## src/rtl/bp_be_fe_cmd_sched.sv

```systemverilog
// Back-end scheduler for the FE command channel: arbitrates redirect/fence/ITLB requests
// into a small FIFO and serializes fences. Optional perf counters: BP_BE_FE_CMD_SCHED_PERF_EN.
module bp_be_fe_cmd_sched #(
  parameter int fe_cmd_width_p  = 109,
  parameter int fifo_els_p      = 2,
  parameter int fence_timeout_p = 64
) (
  input  logic                      clk_i,
  input  logic                      reset_i,
  input  logic                      redir_v_i,
  input  logic [fe_cmd_width_p-1:0] redir_cmd_i,
  output logic                      redir_yumi_o,
  input  logic                      fence_v_i,
  input  logic [fe_cmd_width_p-1:0] fence_cmd_i,
  output logic                      fence_yumi_o,
  input  logic                      itlb_v_i,
  input  logic [fe_cmd_width_p-1:0] itlb_cmd_i,
  output logic                      itlb_yumi_o,
  input  logic                      flush_i,
  output logic [fe_cmd_width_p-1:0] fe_cmd_o,
  output logic                      fe_cmd_v_o,
  input  logic                      fe_cmd_ready_i,
  input  logic                      fe_cmd_fence_i,
  output logic                      busy_o,
  output logic                      fence_timeout_o
`ifdef BP_BE_FE_CMD_SCHED_PERF_EN
  ,
  output logic [31:0]               perf_stall_full_o,
  output logic [31:0]               perf_stall_fence_o,
  output logic [31:0]               perf_cmds_o
`endif
);

  localparam int ptr_w = (fifo_els_p > 1) ? $clog2(fifo_els_p) : 1;
  localparam int cnt_w = $clog2(fifo_els_p + 1);
  localparam int to_w  = $clog2(fence_timeout_p + 1);

  typedef enum logic [1:0] {IDLE, SEND, FENCE_WAIT} state_e;

  state_e                  state_reg;
  logic [fe_cmd_width_p:0] mem [fifo_els_p];
  logic [ptr_w-1:0]        rd_ptr_reg, wr_ptr_reg;
  logic [ptr_w-1:0]        rd_ptr_next, wr_ptr_next;
  logic [cnt_w-1:0]        count_reg, count_next;
  logic [to_w-1:0]         to_cnt_reg;
  logic                    timeout_reg;

  logic                    empty, full, deq, enq, can_grant;
  logic [fe_cmd_width_p:0] head, enq_data;

  assign empty      = (count_reg == '0);
  assign full       = (count_reg == cnt_w'(fifo_els_p));
  assign head       = mem[rd_ptr_reg];
  assign fe_cmd_v_o = !empty && (state_reg != FENCE_WAIT);
  assign fe_cmd_o   = empty ? '0 : head[fe_cmd_width_p-1:0];
  assign deq        = fe_cmd_v_o && fe_cmd_ready_i;
  assign busy_o     = !empty || (state_reg != IDLE);
  assign fence_timeout_o = timeout_reg;

  // A slot freed by this cycle's dequeue may be refilled in the same cycle.
  assign can_grant    = (!full || deq) && (state_reg != FENCE_WAIT) && !flush_i && !reset_i;
  assign redir_yumi_o = can_grant && redir_v_i;
  assign fence_yumi_o = can_grant && fence_v_i && !redir_v_i;
  assign itlb_yumi_o  = can_grant && itlb_v_i && !redir_v_i && !fence_v_i;
  assign enq          = redir_yumi_o || fence_yumi_o || itlb_yumi_o;

  always_comb begin
    enq_data = {1'b0, itlb_cmd_i};
    if (redir_yumi_o)      enq_data = {1'b0, redir_cmd_i};
    else if (fence_yumi_o) enq_data = {1'b1, fence_cmd_i};
  end

  // Flush keeps only a presented head; the write pointer snaps back behind it.
  always_comb begin
    logic [ptr_w-1:0] wr_base;
    logic [cnt_w-1:0] cnt_base;
    wr_base  = wr_ptr_reg;
    cnt_base = count_reg;
    if (flush_i) begin
      wr_base  = fe_cmd_v_o ? rd_ptr_reg + ptr_w'(1) : rd_ptr_reg;
      cnt_base = fe_cmd_v_o ? cnt_w'(1) : '0;
    end
    rd_ptr_next = rd_ptr_reg + ptr_w'(deq);
    wr_ptr_next = wr_base + ptr_w'(enq);
    count_next  = cnt_base - cnt_w'(deq) + cnt_w'(enq);
  end

  always_ff @(posedge clk_i) begin
    if (enq) mem[wr_ptr_reg] <= enq_data;
  end

  always_ff @(posedge clk_i) begin
    if (reset_i) begin
      state_reg   <= IDLE;
      rd_ptr_reg  <= '0;
      wr_ptr_reg  <= '0;
      count_reg   <= '0;
      to_cnt_reg  <= '0;
      timeout_reg <= 1'b0;
    end else begin
      rd_ptr_reg <= rd_ptr_next;
      wr_ptr_reg <= wr_ptr_next;
      count_reg  <= count_next;
      case (state_reg)
        IDLE: begin
          if (enq) state_reg <= SEND;
        end
        SEND: begin
          if (deq && head[fe_cmd_width_p]) begin
            state_reg  <= FENCE_WAIT;
            to_cnt_reg <= '0;
          end else if (count_next == '0) begin
            state_reg <= IDLE;
          end
        end
        FENCE_WAIT: begin
          if (!fe_cmd_fence_i) begin
            state_reg <= (count_next != '0) ? SEND : IDLE;
          end else begin
            if (to_cnt_reg != to_w'(fence_timeout_p)) to_cnt_reg <= to_cnt_reg + to_w'(1);
            if (to_cnt_reg == to_w'(fence_timeout_p - 1)) timeout_reg <= 1'b1;
          end
        end
        default: state_reg <= IDLE;
      endcase
    end
  end

`ifdef BP_BE_FE_CMD_SCHED_PERF_EN
  logic [31:0] stall_full_reg, stall_fence_reg, cmds_reg;
  logic        any_v;

  assign any_v = redir_v_i || fence_v_i || itlb_v_i;

  always_ff @(posedge clk_i) begin
    if (reset_i) begin
      stall_full_reg  <= '0;
      stall_fence_reg <= '0;
      cmds_reg        <= '0;
    end else begin
      if (any_v && full && !deq) stall_full_reg <= stall_full_reg + 32'd1;
      if (state_reg == FENCE_WAIT) stall_fence_reg <= stall_fence_reg + 32'd1;
      if (deq) cmds_reg <= cmds_reg + 32'd1;
    end
  end

  assign perf_stall_full_o  = stall_full_reg;
  assign perf_stall_fence_o = stall_fence_reg;
  assign perf_cmds_o        = cmds_reg;
`endif

endmodule

```

## config.mk

```make
export PLATFORM = sky130hd
export DESIGN_NAME = bp_be_fe_cmd_sched
export DESIGN_NICKNAME = d
export VERILOG_FILES = /design/src/rtl/bp_be_fe_cmd_sched.sv
export SDC_FILE = /design/constraint.sdc
export NUM_CORES = 1
export LEC_CHECK = 0
export BUFFER_PORTS_ARGS = -buffer_cell sky130_fd_sc_hd__buf_2
export CORE_AREA = 2 2 173 175
export CTS_BUF_LIST = sky130_fd_sc_hd__clkbuf_2
export DETAILED_ROUTE_END_ITERATION = 8
export DIE_AREA = 0 0 175 177
export PLACE_DENSITY_LB_ADDON = 0.08
export SLEW_MARGIN = 5
export SYNTH_ARGS = -nofsm -noshare
export SYNTH_HDL_FRONTEND = slang
export SYNTH_SLANG_ARGS = --single-unit
```

## constraint.sdc

```tcl
create_clock -name clk_i -period 10.8 [get_ports clk_i]
set_clock_uncertainty 0.15 [all_clocks]
set_input_delay 3.24 -clock clk_i [delete_from_list [all_inputs] [get_ports clk_i]]
set_output_delay 3.24 -clock clk_i [all_outputs]
set_load 0.02 [all_outputs]
```

# Word-level counts from Yosys, hierarchy flattened
# Memory sizes are Yosys's and may differ from the RTL's. A register that Yosys moved wholly into a read port is not among the register bits.
# Index checks and enable logic that the tools add are counted.
# word_totals
ff_bits,14
ram_bits,220
in_bits,335
out_inout_bits,115
memories,1
# memory_table
name,depth,word_bits,read_ports,rd_ports_with_merged_regs,wr,line_no,rtl
mem,2,110,1,1,1,41,logic [fe_cmd_width_p:0] mem [fifo_els_p];
# classes
addsub,6
n_eq_ne,12
mux,20
n_reduce_logical,31
# ops
cell,n
$mux 110,2
$mux 109,1
$mux 7,3
$pmux 7 s2,1
$logic_and 1x1->1,12
$ne 2x2->1 const B,6
$mux 2,5
$add 7x1->7 const B,1
$eq 7x6->1 const B,1
$mux 1,7
$ne 7x7->1 const B,1
$logic_not 1->1,6
$logic_not 2->1,3
$pmux 2 s3,1
$reduce_and 3->1,2
$reduce_bool 2->1,3
$eq 2x2->1 const B,2
$logic_or 1x1->1,4
$reduce_and 4->1,1
$ne 3x3->1 const B,1
$add 1x1->1,2
$add 2x1->2,1
$eq 2x1->1 const B,1
$sub 2x1->2,1
$add 1x1->1 const B,1

# Logic depth before layout (Yosys ltp)
# Gate-level depths: netlist of the first run.
# logic_depth
ltp_word,17
mapped_depth,11

# Least setup slack after synthesis of the first run
# No wires, ideal clock.
# synth_path
kind,input to register
startpoint,input port fe_cmd_ready_i
endpoint,register wr_ptr_reg
setup_time_ns,0.085
t_arrival_ns,9.001
slack_ns,1.563
cell_stages,5
cell_sequence,nor2_1 a2111oi_4 o31ai_1 nor2_1 or2_2
# synth_via
elab_chain_len,10
# synth_lines
item,line_no,rtl
start: declaration,22,"input logic fe_cmd_ready_i,"
$logic_and 1x1->1 (*),56,assign deq = fe_cmd_v_o && fe_cmd_ready_i;
$logic_or 1x1->1 (*),61,assign can_grant = (!full || deq) && (state_reg != FENCE_WAIT) && !flush_i && !reset_i;
$logic_and 1x1->1 (*) (3 in a row),61,
$logic_and 1x1->1 (on tied branches) (2 in a row),"63, 64",
$logic_or 1x1->1 / $logic_and 1x1->1 (equally long branches),"65, 64",
$logic_or 1x1->1 (*),65,assign enq = redir_yumi_o || fence_yumi_o || itlb_yumi_o;
$add 1x1->1 (*),84,wr_ptr_next = wr_base + ptr_w'(enq);
end signal: assignment,102,wr_ptr_reg <= wr_ptr_next;
end: declaration,42,"logic [ptr_w-1:0] rd_ptr_reg, wr_ptr_reg;"
# Mark *: on every way between the ends. The rest lies on a longest branch, timed or not.
# A chain may end at the register's enable or synchronous reset.

# Worst setup path after layout of the first run
# layout_path
startpoint,input port fe_cmd_ready_i
endpoint,output port fence_yumi_o
# layout_via
elab_chain_len,7
# layout_lines
item,line_no,rtl
$logic_and 1x1->1,56,
$logic_or 1x1->1,61,
$logic_and 1x1->1 (3 in a row),61,
$logic_and 1x1->1 (2 in a row),63,assign fence_yumi_o = can_grant && fence_v_i && !redir_v_i;
end: declaration,15,"output logic fence_yumi_o,"
# Every way passes these cells.

==> results.md, run 1 <==
- The multi-input gate area in the final layout is approximately 3100 µm².
- The number of register bits inferred by synthesis is between 200 and 250.
- The proportion of layout cells with a drive suffix above 1 is a little over two fifths.
- The total number of vias is 8553.
- The worst register-to-register path has a depth of 6.
- CTS built an H-tree with a depth of 2.
- The arrival time reported for the critical path endpoint is 4.43 ns.
- The biggest area contributor in the post-synthesis netlist is sky130_fd_sc_hd__edfxtp_1.
- In this run the static leakage power is roughly 0.0062 µW.
- The global-route total usage across every layer is 18.6%.
- The data required time of the critical path is around 7.4 ns.
- After synthesis, the share of flip-flops with an asynchronous set or reset is 0%.
- In this run, flip-flops and latches consume slightly below 40% of the power.
- The worst setup path is captured at an output port.
- The longest clock path from root to sink contains 3 buffers.
- The Yosys step of the flow raised 0 warnings.
- The CTS tree is done.
- After legalization and detailed placement, the total HPWL measured 20500 µm.
- The worst path setup slack after routing is ~3.0 ns.
- The remaining number of nets flagged by the antenna check after routing is 0.
- The slew of the pin with the lowest slew margin is around 1.2 ns.
- The max-slew violation count is 0.
- On the final layout, the worst hold slack is 0.324 ns.
- Before CTS, the worst setup slack after placement is just under 3 ns.
- The share of the Yosys chip area taken by registers is ~64%.
- Of the available clock period, the critical path in the final layout requires 72.4%.
- The number of fill cells is 2844.
- The internal power component is around 1700 µW.
- The register with the most flip-flops in the layout has 220 of them.
- The final cell count without fillers is ~1700.
- The number of port buffers is 449.
- The via density per instance is around 5.0.
- Pin placement for this block handled 450 I/O pins.
- After detailed routing, the number of remaining DRC violations is 15.
- The total detailed-routing wirelength is 30300 µm.
- The number of placed instances with taps included is about 1600.
- In this run the worst setup path begins at fe_cmd_ready_i.
- The sequential standard cell area is slightly below 7000 µm².
- The leftover overflow at the end of global routing is 0.
- The power density normalized to cell area is slightly above 200 nW/µm².
- The run finished, with violations left.
- The initial antenna violation count is 7.
- The clock network fraction of design power is a little over a fifth.
- The first detailed-routing pass took 9 iterations.
- The worst path needs 7.82 ns of the cycle, external delays included.
- The critical path in this run is classified as input port to output port.
- The die is 175 µm wide.
- The total nets after synthesis is about 1200.
- The number of hold violations in the final report is 0.
- The via count of the first global-routing pass is just over 8000.
- IR analysis of the VDD net gives a maximum drop of 0.000107 V.
- The clock buffer count from CTS is 61.
- The area of the mapped netlist is ~11000 µm².
- Entering global routing, the biggest net connects between 100 and 150 pins.
- The startpoint identified for the worst register-to-register timing path is state_reg[0].
- The synthesized netlist contains 36 unique library cells.
- Setup repair after global routing left no endpoint under its margin.
- The worst-path maximum fanout is 6.
- The final net count is between 1500 and 2000.
- In this run, post-CTS repair resized a total of 0 instances.
- The maximum clock frequency is ~0.13 GHz.
- Setup violations remaining at the end of the flow were counted as 0.
- From bottom edge to top edge, the die measures about 180 µm.
- The switching power as a share of total power is 39.9%.
- The tool flagged a number of max-cap violations equal to 0.
- Setup total negative slack on the finished layout was measured at 0 ns.
- The die covers roughly 31000 µm².
- Along the worst hold path, the cell count comes to 2.
- The most common cell in the synthesized netlist is sky130_fd_sc_hd__edfxtp_1.
- The relative slew slack is between 20% and 30%.
- Yosys attributes the largest share of cell area to sky130_fd_sc_hd__edfxtp_1 62%, sky130_fd_sc_hd__mux2i_1 10%, sky130_fd_sc_hd__a222oi_1 10%, sky130_fd_sc_hd__nor2_1 4.3%, sky130_fd_sc_hd__inv_1 4.1%.
- The final cell utilization of the core is 47.4%.
- In the synthesized netlist the dominant register cell turns out to be sky130_fd_sc_hd__edfxtp_1.
- In the synthesized netlist, the cells that appear most often are 220 x sky130_fd_sc_hd__edfxtp_1, 122 x sky130_fd_sc_hd__nor2_1, 116 x sky130_fd_sc_hd__inv_1.
- The first-iteration detailed-routing DRC count is 693.
- In the synthesized netlist, the number of instances is between 800 and 900.
- Summed over all nets, the switching power comes to 1150 µW.
- The effective utilization at floorplan is 36.6%.
- The area overhead of the layout relative to synthesis is 29.6%.
- In this run, post-CTS hold repair placed 0 buffers.
- Yosys mapped a number of flops with a built-in enable equal to 220.
- The startpoint of the tightest hold check path is fence_timeout_o.
- The floorplan has 63 rows.
- The number of clock sinks is 234.
- The clock insertion delay at the later pin of the skew report is ~0.8 ns.
- The portion of synthesized cell area occupied by the leading cell type is about three fifths.
- The clock transition time at the flip-flop clock pins of the worst setup and hold paths is roughly 0.080 ns.
- The average instance in the mapped netlist occupies 13.1 µm².
- The path category of the worst min-delay check is register to register.
- Combinational logic is responsible for 39.8% of the overall power.
- In this run the post-CTS setup repair buffer count came out at 0.
- The final reports fail on design-rule violations.
- The CTS root buffer is sky130_fd_sc_hd__clkbuf_2.
- The final RePlAce weighted congestion is around 0.75.
- The first-pass GRT wire length is 44800 µm.
- In the final routed layout, each cell accounts on average for 17.6 µm.
- The kind of start point of the critical path is an input port.
- In this run the standard cell core region covers around 29000 µm².
## power by group through the flow
| stage | sequential [µW] | combinational, µW | clock [µW] |
|---|---|---|---|
| final | 1130 | 1150 | 608 |
| after global routing | 1130 | 1250 | 687 |
| after detailed placement | 1150 | 1170 | 0 |
| after CTS | 1130 | 1180 | 639 |
| after global placement | 1150 | 1170 | 0 |
| after floorplan | 1140 | 737 | 0 |
## worst paths after layout
check             slack [ns]               to
hold reg to reg         0.32  fence_timeout_o
setup reg to reg        7.16       mem[1][37]
hold / removal          0.32  fence_timeout_o
setup / recovery        2.98     fence_yumi_o
## area by class of cell
cell class,instances,share of cell area (%)
Sequential cell,234,49.7
Multi-Input combinational cell,402,22.6
Timing Repair Buffer,460,16.8
Tap cell,390,3.52
Clock buffer,94,3.39
Inverter,116,3.14
Clock inverter,17,0.722
Antenna cell,6,0.108
## layout by cell type (no fill, tap or decap), types with 2 or more instances in the layout
master	instances
sky130_fd_sc_hd__nand2_1	5
sky130_fd_sc_hd__nor2_4	2
sky130_fd_sc_hd__nor2b_1	2
sky130_fd_sc_hd__and2_4	2
sky130_fd_sc_hd__a21oi_1	9
sky130_fd_sc_hd__clkinv_1	13
sky130_fd_sc_hd__a222oi_1	109
sky130_fd_sc_hd__clkbuf_2	94
sky130_fd_sc_hd__mux2i_1	112
sky130_fd_sc_hd__xnor2_1	3
sky130_fd_sc_hd__or3_1	4
sky130_fd_sc_hd__ha_1	4
sky130_fd_sc_hd__edfxtp_1	220
sky130_fd_sc_hd__nor2_1	120
sky130_fd_sc_hd__buf_4	11
sky130_fd_sc_hd__buf_2	449
sky130_fd_sc_hd__nand4_1	2
sky130_fd_sc_hd__a31oi_1	2
sky130_fd_sc_hd__inv_1	116
sky130_fd_sc_hd__o21ai_0	4
sky130_fd_sc_hd__diode_2	6
sky130_fd_sc_hd__and2_1	2
sky130_fd_sc_hd__dfxtp_1	13
sky130_fd_sc_hd__nand3b_1	4
## metrics by stage
stage	area (µm²)	total power, µW
after floorplan	10700	1880
after global placement	13300	2320
after detailed placement	13300	2320
after CTS	13800	2940
after global routing	13900	3070
final	13900	2880
## metal layers
layer	GRT usage [%]	wire length, µm	vias up
met3	5.88	2750	47
met5	0	13	-
met4	5.69	494	2
li1	-	-	4083
met1	21.4	11600	4054
met2	33.0	15500	367
## cells by family after synthesis
logic type | Yosys count | synth area share (%)
AOI/OAI and AO/OA | 129 | 11.5
xor gates and xnor gates | 4 | 0.328
buffers and inverters | 178 | 6.61
DFF | 234 | 64.4
muxes | 112 | 10.5
adders and majority gates | 4 | 0.468
and+or+nand+nor | 153 | 6.22
## critical path, cell delays in order
cell	delay [ns]
sky130_fd_sc_hd__buf_2	0.09
sky130_fd_sc_hd__nor2_1	0.06
sky130_fd_sc_hd__a2111oi_4	0.60
sky130_fd_sc_hd__and3b_4	0.28
sky130_fd_sc_hd__buf_2	0.16
No activity file was read; power rests on OpenSTA's default activity.
==> inputs of run 2 (changes only) <==
--- a/config.mk
+++ b/config.mk
@@ -6,10 +6,10 @@
 export NUM_CORES = 1
 export LEC_CHECK = 0
 export BUFFER_PORTS_ARGS = -buffer_cell sky130_fd_sc_hd__buf_2
-export CORE_AREA = 2 2 173 175
+export CORE_AREA = 2 2 177 179
 export CTS_BUF_LIST = sky130_fd_sc_hd__clkbuf_2
 export DETAILED_ROUTE_END_ITERATION = 8
-export DIE_AREA = 0 0 175 177
+export DIE_AREA = 0 0 179 181
 export PLACE_DENSITY_LB_ADDON = 0.08
 export SLEW_MARGIN = 5
 export SYNTH_ARGS = -nofsm -noshare
==> constraint.sdc (replaced) <==
create_clock -name clk_i -period 6.7 [get_ports clk_i]
set_clock_uncertainty 0.15 [all_clocks]
set_input_delay 2.01 -clock clk_i [delete_from_list [all_inputs] [get_ports clk_i]]
set_output_delay 2.01 -clock clk_i [all_outputs]
set_load 0.02 [all_outputs]
==> run 2 against run 1 <==
Compared with the run above:
- the flow still finishes with violations (design-rule violations)
- total power grew 59%
- sequential share of layout area up 0.081 points
- sequential cell count unchanged
- critical path type unchanged
- wire length decreased by 1.9%
- highest routed layer unchanged
==> results.md, run 2 (synthesis gave the netlist of run 1 again) <==
- The switching power as a share of total power is about two fifths.
- The multi-input gate area in the final layout is 3130 µm².
- The H-tree generated during clock tree synthesis spans 2 levels.
- The internal power component is around 2800 µW.
- The final net count is approximately 1600.
- The flow ran to the end, but the final reports show violations.
- For the pin with the worst max-slew slack, the measured transition is 1.17 ns.
- Sequential cells burn around two fifths of the power.
- The library cells used most frequently in the layout, excluding fill and tap cells, are 449 x sky130_fd_sc_hd__buf_2, 220 x sky130_fd_sc_hd__edfxtp_1, 120 x sky130_fd_sc_hd__nor2_1.
- The data required time of the critical path is between 4 and 5 ns.
- The share of the clock period used by the worst path after layout is 79.3%.
- The maximum clock frequency is roughly 0.19 GHz.
- Setup violations remaining at the end of the flow were counted as 0.
- For this design the ratio of total power to cell area is 332 nW/µm².
- The placed wire-length estimate after detailed placement is ~20000 µm.
- The clock transition time at the flip-flop clock pins of the worst setup and hold paths is ~0.10 ns.
- The clock network fraction of design power is about a fifth.
- The sequential standard cell area is ~7000 µm².
- In the routed design, unresolved DRC markers number 4.
- The first-pass GRT wire length is roughly 44000 µm.
- During I/O placement, the number of pins put on the boundary was between 400 and 500.
- After global routing the overflow that remains totals 0.
- Setup total negative slack on the finished layout was measured at 0 ns.
- For this run, the detailed router's first-pass iteration total came to 9.
- The number of buffers between clock root and the deepest sink is 3.
- The CTS root buffer is sky130_fd_sc_hd__clkbuf_2.
- At the later pin of the worst-skew pair, clock insertion delay measures 0.81 ns.
- The global-route total usage across every layer is around 18%.
- The total core area is 30300 µm².
- The leakage power summed over all cells is roughly 0.0062 µW.
- The most frequent standard cell in the layout excluding fill and tap cells is sky130_fd_sc_hd__buf_2.
- The most numerous cell type found on the critical path is sky130_fd_sc_hd__buf_2.
- Max-cap violations in this run came to 0.
- Along the worst path, the maximum fanout reaches 6.
- The arrival time reported for the critical path endpoint is between 3 and 4 ns.
- In this run the worst hold path is classified as register to register.
- The number of clock sinks is 234.
- At the end of routability-driven placement, the weighted congestion stood at about 0.76.
- Dividing the detail-routed via count by the number of cells gives between 4 and 5.
- The clock period could shrink to between 5 and 6 ns.
- The proportion of layout cells with a drive suffix above 1 is between 40% and 50%.
- The die covers 32400 µm².
- The routed length per instance is between 15 and 20 µm.
- The final cell utilization of the core is approximately 46%.
- The number of hold violations in the final report was 0.
- The area overhead of the layout relative to synthesis is 29.4%.
- The total detailed-routing wirelength is slightly below 30000 µm.
- In this run the tool buffered the top-level ports with approximately 450 buffer cells.
- Final hold analysis gives a worst-case slack of ~0.34 ns.
- The post-cts sizing count is 0.
- The critical path goes through buf_2 -> nor2_1 -> a2111oi_4 -> and3b_4 -> buf_2.
- The max-slew violation count is 0.
- Measured against its own limit, the worst slew margin works out to between 20% and 30%.
- Combinational cells account for between 30 and 40% of the total power.
- The initialized floorplan defines 64 standard-cell rows.
- After clock tree synthesis, the flow added hold-fix buffers numbering 0.
- IR analysis of the VDD net gives a maximum drop of between 0.0003 and 0.0004 V.
- Measured along the y axis, the die boundary spans around 180 µm.
- The peak per-stage delay on the critical path is 0.54 ns.
- The count of nets left with antenna violations once routing finished came out at 0.
- The effective utilization at floorplan is 35.2%.
- The type of the worst setup path is input port to output port.
- Entering global routing, the biggest net connects 110 pins.
- Counting the buffers created by CTS gives 60.
- STA classifies the critical path startpoint as an input port.
- The number of flip-flops under the largest register name is 220.
- Setup repair after global routing left no endpoint under its margin.
- The initial antenna violation count came to 2.
- The die boundary width is between 150 and 200 µm.
- The category of the worst setup path capture point is an output port.
- The total number of vias is 8534.
- The number of buffers added for setup after CTS is 0.
- The via count of the first global-routing pass is 8433.
- TritonCTS built the clock tree.
- The final reports fail on design-rule violations.
- The first-iteration detailed-routing DRC count is 695.
- The filler cells instantiated in the layout total 2954.
- The master of the slowest instance on the critical path is sky130_fd_sc_hd__a2111oi_4.
- Summed over all nets, the switching power comes to roughly 1800 µW.
-- run 2: cell count changes in the layout (fill, tap and decap cells not counted), moves of 3 or more --
cell,before,now
sky130_fd_sc_hd__clkinv_1,13,10
sky130_fd_sc_hd__clkbuf_2,94,89
sky130_fd_sc_hd__diode_2,6,1
sky130_fd_sc_hd__buf_4,11,7
sky130_fd_sc_hd__buf_12,0,3
-- run 2: critical path: cells and delay by family --
kind | cells | cell delay (ns)
AOI/OAI and AO/OA | 1 | 0.54
and+or+nand+nor | 2 | 0.34
buffers and inverters | 2 | 0.26
-- run 2: final timing paths --
kind	endpoint	cells past startpoint	slack (ns)	from
worst min register to register	fence_timeout_o	2	0.34	fence_timeout_o
worst max-delay path	fence_yumi_o	5	1.38	fe_cmd_ready_i
worst max register to register	mem[1][95]	6	3.48	count_reg[0]
worst min-delay path	fence_timeout_o	2	0.34	fence_timeout_o
-- run 2: power by group through the flow --
stage | combinational, µW | sequential (µW) | clock [µW]
2_1_floorplan | 1190 | 1840 | 0
3_3_place_gp | 1850 | 1890 | 0
3_5_place_dp | 1840 | 1890 | 0
4_1_cts | 1850 | 1860 | 985
5_1_grt | 1970 | 1870 | 1050
6_report | 1800 | 1860 | 935
-- run 2: area by class of cell --
type,count,area share (%)
clock buffers,89,3.22
diodes,1,0.0181
well taps,396,3.58
inverters,116,3.15
clock inverters,13,0.561
repair buffers,459,17.1
flip-flops and latches,234,49.8
multi-input cells,402,22.6
-- run 2: metrics by stage --
| step | power [µW] | instance area, µm² | instances | worst slack [ns] |
|---|---|---|---|---|
| 5_1_grt | 4900 | 13800 | 1710 | 1.32 |
| 3_5_place_dp | 3740 | 13300 | 1607 | 1.37 |
| 2_1_floorplan | 3030 | 10700 | 814 | 0.551 |
| 3_3_place_gp | 3740 | 13300 | 1607 | 1.39 |
| 4_1_cts | 4690 | 13800 | 1709 | 1.37 |
| 6_report | 4590 | 13800 | 1710 | 1.38 |
-- run 2: routing by layer --
metal  wire [µm]  vias to the layer above  GRT usage, %
met1       11400                     4023          20.1
met2       14800                      379          31.0
met3        2830                       56          5.56
met4         587                        2          5.14
met5          13                        -             0
li1            -                     4074             -
==> inputs of run 3 (changes only) <==
--- a/config.mk
+++ b/config.mk
@@ -6,10 +6,10 @@
 export NUM_CORES = 1
 export LEC_CHECK = 0
 export BUFFER_PORTS_ARGS = -buffer_cell sky130_fd_sc_hd__buf_2
-export CORE_AREA = 2 2 177 179
+export CORE_AREA = 2 2 173 175
 export CTS_BUF_LIST = sky130_fd_sc_hd__clkbuf_2
 export DETAILED_ROUTE_END_ITERATION = 8
-export DIE_AREA = 0 0 179 181
+export DIE_AREA = 0 0 175 177
 export PLACE_DENSITY_LB_ADDON = 0.08
 export SLEW_MARGIN = 5
 export SYNTH_ARGS = -nofsm -noshare
==> constraint.sdc (replaced) <==
create_clock -name clk_i -period 5.39 [get_ports clk_i]
set_clock_uncertainty 0.15 [all_clocks]
set_input_delay 1.617 -clock clk_i [delete_from_list [all_inputs] [get_ports clk_i]]
set_output_delay 1.617 -clock clk_i [all_outputs]
set_load 0.02 [all_outputs]
==> run 3 against run 2 <==
Compared with the run above:
- the flow still finishes with violations (design-rule violations)
- wire length increased by 1.8%
- core utilization increased by 2.3 points
- first-iteration DRC count increased by 4.2%
- hold slack got worse by 0.0064 ns
- clock power increased by 37%
- clock-buffer cell count increased by 6
- design area increased by 1.2%
- combinational power increased by 28%
- global-route usage increased by 1.3 points
- sequential cell count unchanged
- setup slack got worse by 0.58 ns
- non-clock buffer count increased by 8
- critical path type unchanged
- highest routed layer unchanged
==> results.md, run 3 (synthesis gave the netlist of run 1 again) <==
- The max-slew violation count came to 0.
- On the critical path, the stage with the largest delay is an instance of sky130_fd_sc_hd__a2111oi_4.
- The clock passes through at most 3 buffers.
- Summed over all layers, the global routing overflow is 0.
- The final layout contains 1626 nets.
- CTS saw around 230 sinks.
- The floorplan die area is 31000 µm².
- The routed layout has 8613 vias.
- The power density normalized to cell area is 422 nW/µm².
- The final cell count without fillers is 1727.
- The analysis attributes to cell leakage a power of roughly 0.0063 µW.
- The count of cell instances traversed by the critical path is 5.
- For this configuration, the core starts out at a cell density of 36.6%.
- The type of the worst setup path is input port to output port.
- Walking the worst path, the cells encountered are buf_2 -> nor2_1 -> a2111oi_4 -> and3b_4 -> buf_2.
- The tool flagged a number of max-cap violations equal to 0.
- The data required time of the critical path is 3.62 ns.
- The family with the most delay on the worst path is compound AO/OA/AOI/OAI gates.
- The number of hold violations in the final report is 0.
- Detailed routing placed a total of 15300 µm of wire on met2.
- The worst hold path begins at fence_timeout_o.
- The number of buffers and inverters on the critical path is 2.
- For this design, the CTS-stage hold fixing added 0 buffers.
- The path category of the worst min-delay check is register to register.
- The wire length the detailed router placed on met1 is 11700 µm.
- The switching power as a share of total power is 39.4%.
- Across all hold checks on the routed design, the worst slack comes to about 0.33 ns.
- The CTS root buffer is sky130_fd_sc_hd__clkbuf_2.
- The worst setup path is captured at an output port.
- Buffers inserted during clock tree synthesis total 66.
- After detailed routing, the met3 layer carries around 2500 µm of wire.
- The kind of start point of the critical path is an input port.
- The final RePlAce weighted congestion is 0.756.
- The worst path setup slack after routing is a little over 0.8 ns.
- The number of port buffers is about 450.
- For the pin with the worst max-slew slack, the measured transition is roughly 1.2 ns.
- The flow ran to the end, but the final reports show violations.
- The count of final setup violators is 0.
- During I/O placement, the number of pins put on the boundary was 450.
- The via count of the first global-routing pass is between 8000 and 9000.
- The placed wire-length estimate after detailed placement is ~21000 µm.
- The post-detailed-route DRC marker count is 2.
- Across the VDD grid, the largest voltage drop is between 0.00015 and 0.0002 V.
- Measured along the y axis, the die boundary spans 177 µm.
- The register with the most flip-flops in the layout has 220 of them.
- In this run the power spent charging and discharging nets is 2330 µW.
- Dividing the detail-routed via count by the number of cells gives 4.99.
- The first-pass GRT wire length is between 40000 and 50000 µm.
- Measured in cells, the most critical reg-to-reg path has a length of 6.
- The combinational group share of total power is just under 40%.
- The peak per-stage delay on the critical path is roughly 0.60 ns.
- The top cell types in the final layout, fill and taps aside, are 449 x sky130_fd_sc_hd__buf_2, 220 x sky130_fd_sc_hd__edfxtp_1, 120 x sky130_fd_sc_hd__nor2_1.
- The routed length per instance is ~17 µm.
- After floorplanning, the core was sized to cover approximately 29000 µm².
- The clock insertion delay at the later pin of the skew report is 0.77 ns.
- The checks that failed: design-rule violations.
- The post-cts sizing count is 0.
- The maximum clock frequency is between 0.2 and 0.25 GHz.
- Data on the critical path arrives at its endpoint at ~2.8 ns.
- TritonCTS built the clock tree.
- The number of buffers added for setup after CTS is 0.
- The internal power of the cells totals 3580 µW.
- The final critical-path required period is 4.58 ns.
- The global-route total usage across every layer is a little under a fifth.
- In this run the worst path has a maximum fanout of 6.
- The library cell used most frequently in the layout, excluding fill and tap cells, is sky130_fd_sc_hd__buf_2.
- The sum of negative setup slack is 0 ns.
- The startpoint of the most critical register-to-register path is count_reg[0].
- The number of placed instances with taps included is about 1600.
- The relative slew slack is about a fifth.
- The iteration count of the initial detailed-routing pass is 9.
- The total detailed-routing wirelength is 30200 µm.
- The clock transition time at the flip-flop clock pins of the worst setup and hold paths is ~0.080 ns.
- Entering global routing, the biggest net connects 110 pins.
- Once detail routing completed, the nets flagged for antenna violations numbered 0.
- Counting instances, the worst hold path has a depth of 2.
- The clock network fraction of design power is between 20% and 30%.
- The sink of the worst hold path is fence_timeout_o.
- At the placement stage, the worst setup path has a slack of 0.812 ns.
- For flop-to-flop paths, the worst setup slack is roughly 2.2 ns.
- The final critical path takes up 85.0% of the cycle.
- In this run the top signal layer used is met5.
- The initial antenna violation count is 6.
- The area growth from synthesis to layout is 30.9%.
- The number of placement rows is 63.
- In this run the horizontal extent of the chip is about 180 µm.
- The post-route netlist has between 40% and 50% of its cells at a drive strength greater than 1.
- Setup repair after global routing left no endpoint under its margin.
- The most common cell type on the critical path is sky130_fd_sc_hd__buf_2.
- The relative contribution of sequential cells to total power is 39.3%.
- The first-iteration detailed-routing DRC count is slightly above 700.
- The total power draw is around 5900 µW.
- The worst register-to-register path ends at mem[1][70].
- The clock tree synthesis step divided the H-tree into 3 levels.
[run 3: changes by cell type in the layout (fill, tap and decap cells not counted), sizes merged]
cell	delta
buf	+8
clkbuf	+6
inv	+4
diode	+3
bufinv	+1
clkinv	+1
[run 3: power by group through the flow]
stage	clock network, µW	registers [µW]	logic (µW)
global placement	0	2360	2340
floorplan	0	2280	1480
finish	1280	2320	2310
global route	1430	2340	2510
CTS	1340	2320	2360
detailed placement	0	2360	2360
[run 3: area by class of cell]
| class | instances | area, µm² |
|---|---|---|
| flip-flops and latches | 234 | 6890 |
| clock buffers | 95 | 475 |
| clock inverters | 19 | 124 |
| repair buffers | 467 | 2440 |
| diodes | 4 | 10.0 |
| multi-input cells | 402 | 3130 |
| inverters | 116 | 435 |
| well taps | 390 | 488 |
| fillers | 2862 | 15200 |
[run 3: worst max-delay path by stage]
stage	startpoint	to
floorplan	fe_cmd_ready_i	mem[0][0]
global placement	fe_cmd_ready_i	fence_yumi_o
detailed placement	fe_cmd_ready_i	fence_yumi_o
CTS	fe_cmd_ready_i	fence_yumi_o
global route	fe_cmd_ready_i	fence_yumi_o
finish	fe_cmd_ready_i	fence_yumi_o
[run 3: per-layer routing]
metal | up-vias | GRT usage (%)
met5 | - | 0
met4 | 2 | 7.47
met3 | 51 | 6.34
met2 | 362 | 33.1
met1 | 4089 | 21.0
li1 | 4109 | -
[run 3: metrics by stage]
step	area [µm²]	utilization [%]
3_5_place_dp	13400	45.8
3_3_place_gp	13400	45.8
6_report	14000	47.9
5_1_grt	14000	47.9
4_1_cts	14000	47.8
2_1_floorplan	10700	-
[run 3: tightest hold or removal path: cells and delay by family (launching register included)]
kind          cells  cell delay [ns]
flops             1             0.33
simple gates      2             0.11
